<file path="config.mk">
export PLATFORM = sky130hd
export DESIGN_NAME = mc_ctrl
export DESIGN_NICKNAME = d
export VERILOG_FILES = /design/src/rtl/mc_ctrl.sv
export SDC_FILE = /design/constraint.sdc
export NUM_CORES = 1
export LEC_CHECK = 0
export CORE_MARGIN = 10
export CORE_UTILIZATION = 33
export DETAILED_ROUTE_END_ITERATION = 12
export GPL_TIMING_DRIVEN = 1
export PLACE_DENSITY = 0.91
export SLEW_MARGIN = 20
export SYNTH_ARGS = -nofsm -noshare
export SYNTH_HDL_FRONTEND = slang
export SYNTH_SLANG_ARGS = --single-unit
</file>
<file path="constraint.sdc">
create_clock -name clk -period 3.25 [get_ports clk]
set_input_delay 0.975 -clock clk [delete_from_list [all_inputs] [get_ports clk]]
set_output_delay 0.975 -clock clk [all_outputs]
set_load 0.02 [all_outputs]
</file>
<file path="src/rtl/mc_ctrl.sv">
// mc_ctrl: multi-cycle MIPS-style control FSM. Decodes state/Inst/MIO_ready
// into datapath controls. Optional overflow trap: define OVF_TRAP_EN.
//
// Ports:
//   clk, reset (async active-low)         - clock and reset
//   Inst[31:0]                            - instruction register contents
//   MIO_ready, zero, overflow             - memory ready, ALU flags
//   IorD, IRWrite, RegWrite, PCWrite,
//   PCWriteCond, BNE                      - datapath enables
//   RegDst, MemtoReg, ALUSrcA, PCSource   - 2-bit mux selects
//   ALUSrcB[2:0], ALU_operation[3:0]      - ALU operand select / opcode
//   mem_rd, mem_w                         - memory strobes
//   illegal                               - unsupported opcode/funct pulse
//   ovf_trap                              - overflow trap pulse (0 if disabled)
//   state[4:0]                            - current state for debug
module mc_ctrl (
    input  logic        clk,
    input  logic        reset,
    input  logic [31:0] Inst,
    input  logic        MIO_ready,
    input  logic        zero,
    input  logic        overflow,
    output logic        IorD,
    output logic        IRWrite,
    output logic        RegWrite,
    output logic        PCWrite,
    output logic        PCWriteCond,
    output logic        BNE,
    output logic [1:0]  RegDst,
    output logic [1:0]  MemtoReg,
    output logic [1:0]  ALUSrcA,
    output logic [1:0]  PCSource,
    output logic [2:0]  ALUSrcB,
    output logic [3:0]  ALU_operation,
    output logic        mem_rd,
    output logic        mem_w,
    output logic        illegal,
    output logic        ovf_trap,
    output logic [4:0]  state
);

    typedef enum logic [4:0] {
        S_IF    = 5'd0,
        S_ID    = 5'd1,
        S_MADDR = 5'd2,
        S_MRD   = 5'd3,
        S_LWWB  = 5'd4,
        S_MWR   = 5'd5,
        S_REXE  = 5'd6,
        S_RWB   = 5'd7,
        S_BR    = 5'd8,
        S_J     = 5'd9,
        S_JAL   = 5'd10,
        S_JR    = 5'd11,
        S_IEXE  = 5'd12,
        S_IWB   = 5'd13,
        S_LUIWB = 5'd14
    } state_t;

    localparam logic [3:0] ALU_AND = 4'b0000;
    localparam logic [3:0] ALU_OR  = 4'b0001;
    localparam logic [3:0] ALU_ADD = 4'b0010;
    localparam logic [3:0] ALU_XOR = 4'b0011;
    localparam logic [3:0] ALU_NOR = 4'b0100;
    localparam logic [3:0] ALU_SUB = 4'b0110;
    localparam logic [3:0] ALU_SLT = 4'b0111;

    localparam logic [5:0] OP_RTYPE = 6'h00;
    localparam logic [5:0] OP_J     = 6'h02;
    localparam logic [5:0] OP_JAL   = 6'h03;
    localparam logic [5:0] OP_BEQ   = 6'h04;
    localparam logic [5:0] OP_BNE   = 6'h05;
    localparam logic [5:0] OP_ADDI  = 6'h08;
    localparam logic [5:0] OP_SLTI  = 6'h0A;
    localparam logic [5:0] OP_ANDI  = 6'h0C;
    localparam logic [5:0] OP_ORI   = 6'h0D;
    localparam logic [5:0] OP_XORI  = 6'h0E;
    localparam logic [5:0] OP_LUI   = 6'h0F;
    localparam logic [5:0] OP_LW    = 6'h23;
    localparam logic [5:0] OP_SW    = 6'h2B;

    localparam logic [5:0] FN_JR    = 6'h08;
    localparam logic [5:0] FN_ADD   = 6'h20;
    localparam logic [5:0] FN_SUB   = 6'h22;
    localparam logic [5:0] FN_AND   = 6'h24;
    localparam logic [5:0] FN_OR    = 6'h25;
    localparam logic [5:0] FN_XOR   = 6'h26;
    localparam logic [5:0] FN_NOR   = 6'h27;
    localparam logic [5:0] FN_SLT   = 6'h2A;

    state_t     r_state;
    state_t     w_next;
    logic [5:0] w_op;
    logic [5:0] w_fn;
    logic       w_ovf;

    assign w_op  = Inst[31:26];
    assign w_fn  = Inst[5:0];
    assign state = r_state;

`ifdef OVF_TRAP_EN
    logic r_ovf;
    logic w_unused;

    assign w_unused = ^{zero, Inst[25:6]};
    assign w_ovf    = r_ovf;

    // Overflow is sampled only by signed-add/sub executes; the
    // writeback that follows suppresses the register write.
    always_ff @(posedge clk or negedge reset) begin
        if (!reset) begin
            r_ovf <= 1'b0;
        end else begin
            case (r_state)
                S_IF: r_ovf <= 1'b0;
                S_REXE: begin
                    if (w_fn == FN_ADD || w_fn == FN_SUB)
                        r_ovf <= overflow;
                end
                S_IEXE: begin
                    if (w_op == OP_ADDI)
                        r_ovf <= overflow;
                end
                default: r_ovf <= r_ovf;
            endcase
        end
    end
`else
    logic w_unused;

    assign w_unused = ^{zero, overflow, Inst[25:6]};
    assign w_ovf    = 1'b0;
`endif

    always_ff @(posedge clk or negedge reset) begin
        if (!reset)
            r_state <= S_IF;
        else
            r_state <= w_next;
    end

    always_comb begin
        w_next        = S_IF;
        IorD          = 1'b0;
        IRWrite       = 1'b0;
        RegWrite      = 1'b0;
        PCWrite       = 1'b0;
        PCWriteCond   = 1'b0;
        BNE           = 1'b0;
        RegDst        = 2'b00;
        MemtoReg      = 2'b00;
        ALUSrcA       = 2'b00;
        PCSource      = 2'b00;
        ALUSrcB       = 3'b000;
        ALU_operation = ALU_AND;
        mem_rd        = 1'b0;
        mem_w         = 1'b0;
        illegal       = 1'b0;
        ovf_trap      = 1'b0;

        case (r_state)
            S_IF: begin
                mem_rd        = 1'b1;
                IRWrite       = MIO_ready;
                ALUSrcB       = 3'b001;
                ALU_operation = ALU_ADD;
                PCWrite       = 1'b1;
                w_next        = MIO_ready ? S_ID : S_IF;
            end
            S_ID: begin
                // Precompute the branch target into ALUOut.
                ALUSrcB       = 3'b011;
                ALU_operation = ALU_ADD;
                case (w_op)
                    OP_LW, OP_SW:
                        w_next = S_MADDR;
                    OP_RTYPE:
                        w_next = (w_fn == FN_JR) ? S_JR : S_REXE;
                    OP_BEQ, OP_BNE:
                        w_next = S_BR;
                    OP_J:
                        w_next = S_J;
                    OP_JAL:
                        w_next = S_JAL;
                    OP_ADDI, OP_SLTI, OP_ANDI, OP_ORI, OP_XORI:
                        w_next = S_IEXE;
                    OP_LUI:
                        w_next = S_LUIWB;
                    default: begin
                        w_next  = S_IF;
                        illegal = 1'b1;
                    end
                endcase
            end
            S_MADDR: begin
                ALUSrcA       = 2'b01;
                ALUSrcB       = 3'b010;
                ALU_operation = ALU_ADD;
                w_next        = (w_op == OP_LW) ? S_MRD : S_MWR;
            end
            S_MRD: begin
                IorD   = 1'b1;
                mem_rd = 1'b1;
                w_next = MIO_ready ? S_LWWB : S_MRD;
            end
            S_MWR: begin
                IorD   = 1'b1;
                mem_w  = 1'b1;
                w_next = MIO_ready ? S_IF : S_MWR;
            end
            S_LWWB: begin
                MemtoReg = 2'b01;
                RegWrite = 1'b1;
                w_next   = S_IF;
            end
            S_REXE: begin
                ALUSrcA = 2'b01;
                w_next  = S_RWB;
                case (w_fn)
                    FN_ADD: ALU_operation = ALU_ADD;
                    FN_SUB: ALU_operation = ALU_SUB;
                    FN_AND: ALU_operation = ALU_AND;
                    FN_OR:  ALU_operation = ALU_OR;
                    FN_XOR: ALU_operation = ALU_XOR;
                    FN_NOR: ALU_operation = ALU_NOR;
                    FN_SLT: ALU_operation = ALU_SLT;
                    default: begin
                        w_next  = S_IF;
                        illegal = 1'b1;
                    end
                endcase
            end
            S_RWB: begin
                RegDst   = 2'b01;
                RegWrite = ~w_ovf;
                ovf_trap = w_ovf;
                w_next   = S_IF;
            end
            S_BR: begin
                ALUSrcA       = 2'b01;
                ALU_operation = ALU_SUB;
                PCWriteCond   = 1'b1;
                PCSource      = 2'b01;
                // Opcode bit 0 distinguishes bne from beq.
                BNE           = Inst[26];
                w_next        = S_IF;
            end
            S_J: begin
                PCSource = 2'b10;
                PCWrite  = 1'b1;
                w_next   = S_IF;
            end
            S_JAL: begin
                PCSource = 2'b10;
                PCWrite  = 1'b1;
                RegDst   = 2'b10;
                MemtoReg = 2'b11;
                RegWrite = 1'b1;
                w_next   = S_IF;
            end
            S_JR: begin
                PCSource = 2'b11;
                PCWrite  = 1'b1;
                w_next   = S_IF;
            end
            S_IEXE: begin
                ALUSrcA = 2'b01;
                w_next  = S_IWB;
                case (w_op)
                    OP_ADDI: begin
                        ALU_operation = ALU_ADD;
                        ALUSrcB       = 3'b010;
                    end
                    OP_SLTI: begin
                        ALU_operation = ALU_SLT;
                        ALUSrcB       = 3'b010;
                    end
                    OP_ANDI: begin
                        ALU_operation = ALU_AND;
                        ALUSrcB       = 3'b100;
                    end
                    OP_ORI: begin
                        ALU_operation = ALU_OR;
                        ALUSrcB       = 3'b100;
                    end
                    OP_XORI: begin
                        ALU_operation = ALU_XOR;
                        ALUSrcB       = 3'b100;
                    end
                    default: begin
                        ALU_operation = ALU_AND;
                        ALUSrcB       = 3'b000;
                    end
                endcase
            end
            S_IWB: begin
                RegWrite = ~w_ovf;
                ovf_trap = w_ovf;
                w_next   = S_IF;
            end
            S_LUIWB: begin
                MemtoReg = 2'b10;
                RegWrite = 1'b1;
                w_next   = S_IF;
            end
            default: w_next = S_IF;
        endcase
    end

endmodule
</file>
==> flow_metrics.tcl <==
set metrics [dict create \
    final_util_pct 61.2 \
    syn_inst 135 \
    synth_xor_area_share_pct 4.05 \
    synth_top_area_cell "dfrtp_1" \
    synth_fa_ha_area_share_pct 0 \
    cts_tree "yes" \
    coreArea_um2 2500 \
    fp.dieH_um 71.2 \
    via_per_inst 5.26 \
    cts.htree.levels 1 \
    arrival_ns 2.24 \
    cts_root_buf "clkbuf_4" \
    finalNonFillerCells 226 \
    power_density_nw_per_um2 196 \
    avgSynthCellArea_um2 6.40 \
    cp_max_fo 2 \
    synth_top_area_share_pct 11.6 \
    nFillCells 224 \
    die_area_um2 5070 \
    cts_buffers 3 \
    wirelength_um 3220 \
    syn_area_um2 865 \
    final-setup-viol-count 0 \
    slew_headroom_pct 66.0 \
    peakVddDrop_v 0.000169 \
    rows 18 \
    slew_viol_final 0 \
    finalCriticalPeriod_ns 3.21 \
    crit_path_cell_trace "clkdlybuf4s15_1 > nand2b_4 > or4b_1 > o31a_1 > a41o_1 > buf_6" \
    multi_input_area_um2 767 \
    worst_hold_path_type "flip-flop to flip-flop" \
    ys_types 43 \
    synth_mux_area_share_pct 1.16 \
    grt-ovfl-total 0 \
    crit_path_top_delay_cell "or4b_1" \
    drv_cap 0 \
    initial_utilization_pct 34.6 \
    gr-usage-met3_pct 3.91 \
    power_leakage_nw 0.671 \
    gp_congestion 0.884 \
    synth_top_family_by_area "simple AND/OR/NAND/NOR gates" \
    worst-path-buf-inv 2 \
    grt-busiest-layer "met2" \
    hold_viol_final 0 \
    placedCellCount 220 \
    hpwl_um 2580 \
    detail_route.wl_per_cell_um 14.2 \
    end_kind "primary output" \
    dr.pass1.iters 4 \
    ant_nets 0 \
    required_ns 2.27 \
    synth_compound_area_share_pct 28.5 \
    max_freq_mhz 311 \
    synthArstFlopShare_pct 100 \
    crit_path_end "illegal" \
    r2r_cells 5 \
    io_pins 67 \
    hold_slack_ns 0.726 \
    grt_max_degree 14 \
    synth_warnings 0 \
    r2r_end "state[0]" \
    crit_start "Inst[31]" \
    period_share_pct 98.8 \
    dr_total_vias 1188 \
    grt_antenna_before_repair 0 \
    largest_register_ff_count 4 \
    status "complete, no violations" \
    setup.worst_path.class "input port to primary output" \
    ys.flop_type "dfrtp_1" \
    clk_pin_slew_worst_paths_ns 0.04 \
    cts.sinks 4 \
    layout.nets 235 \
    port_buffers 40 \
    drcViolationCount 0 \
    use_met2_pct 20.1 \
    yosys_register_bits 4 \
    diodes 0 \
    synth_area_leaders "dfrtp_1 12%, nor2_1 10%, nand2b_1 7.2%" \
    start_kind "input port" \
    die_width_um 71.2 \
    ff2ff_setup_slack_ns 1.53 \
    first_global_vias 1193 \
    synth_edf_count 0 \
    met1_usage_pct 13.9 \
    drive_gt1_share_pct 26.5 \
    clock_latency_ns 0.24 \
    clockBufferDepth 2 \
    cp.depth 6 \
    critical-path-max-stage-delay_ns 0.46 \
    grt_pass1_wl_um 5280 \
    skew_ns 0.00184 \
    worst_pin_slew_ns 0.504 \
    grtUsageTotal_pct 12.0 \
    initialDrtViolationCount 98 \
    final-seq-area_um2 100 \
    synth-seq-area-share_pct 11.6 \
    synth-simple-area-share_pct 45.6 \
    cpLargestDelayFamily "simple AND/OR/NAND/NOR gates" \
    rr_startpoint "state[3]" \
    area_growth_syn_to_layout_pct 77.0 \
]
[synth_stat cells (4+ instances only)]
| master | number |
|---|---|
| a21oi_1 | 9 |
| nor3_1 | 5 |
| nor2_1 | 24 |
| nand2_1 | 6 |
| dfrtp_1 | 4 |
| clkbuf_1 | 8 |
| o21ai_0 | 7 |
| and3_1 | 4 |
| nand2b_1 | 10 |
| buf_4 | 4 |
[stage by stage]
stage	area, um^2	total power, mW	worst slack, ns	setup TNS, ns
after detailed placement	1440	0.233	-0.705	-3.64
after floorplan	876	0.146	0.207	0
after global routing	1530	0.322	-0.0150	-0.0150
after CTS	1480	0.297	0.00389	0
after global placement	1440	0.230	-0.701	-3.64
final	1530	0.300	0.0375	0
[routing by layer]
metal | up-vias | routed length, um
met1 | 534 | 1360
li1 | 607 | -
met4 | 0 | 19
met3 | 2 | 296
met2 | 45 | 1540
met5 | - | 0
[layout make-up]
type                            instances  area share (%)
Multi-Input combinational cell        118            50.1
Timing Repair Buffer                   68            38.7
Sequential cell                         4            6.54
Tap cell                               30            2.45
Clock buffer                            3            1.47
Inverter                                3           0.736
[layout by cell type (no fill, tap or decap), drive strengths merged, types with 3 or more instances in the layout]
cell           instances
nand2b                11
a21o                   3
a21oi                  9
a211oi                 3
nand2                  6
o211ai                 3
nor2                  24
dfrtp                  4
and3                   4
clkbuf                 4
inv                    3
conb                   4
buf                   34
or3                    3
clkdlybuf4s15          3
nor3                   5
nor2b                  3
o21ai                  7
dlygate4sd2            6
xnor2                  3
or4b                   3
clkdlybuf4s50         22
[worst min-delay path, cell delays in order (launching register included)]
cell and delay, ns:
dfrtp_1 0.42, nand3_1 0.16, o21ai_0 0.10
[where the power goes]
| group | switching [mW] | total, mW | internal (mW) |
|---|---|---|---|
| sequential | 0.00360 | 0.0561 | 0.0525 |
| combinational | 0.0951 | 0.182 | 0.0866 |
| clock | 0.0213 | 0.0627 | 0.0414 |
[how the worst min path moves through the flow]
stage,slack (ns),to,cells after the start,startpoint
floorplan,0.68,state[0],0,reset
global placement,0.69,state[3],2,state[2]
detailed placement,0.70,state[3],2,state[2]
CTS,0.71,state[3],2,state[2]
global route,0.77,state[0],3,state[0]
finish,0.73,state[3],2,state[2]
[what timing repair did]
item,4_1_cts,5_1_grt
pin swaps,7,6
setup endpoints to repair,7,5
setup buffers,1,2
hold buffers,0,0
gates resized for setup,50,11
gates cloned,0,0
[cell families after synthesis]
kind of cell | count (synthesis)
muxes | 1
other | 1
and+or+nand+nor | 72
buffers and inverters | 16
xor gates and xnor gates | 4
AOI/OAI and AO/OA | 37
DFF | 4
Note: power is estimated with default switching activity, not from simulation.
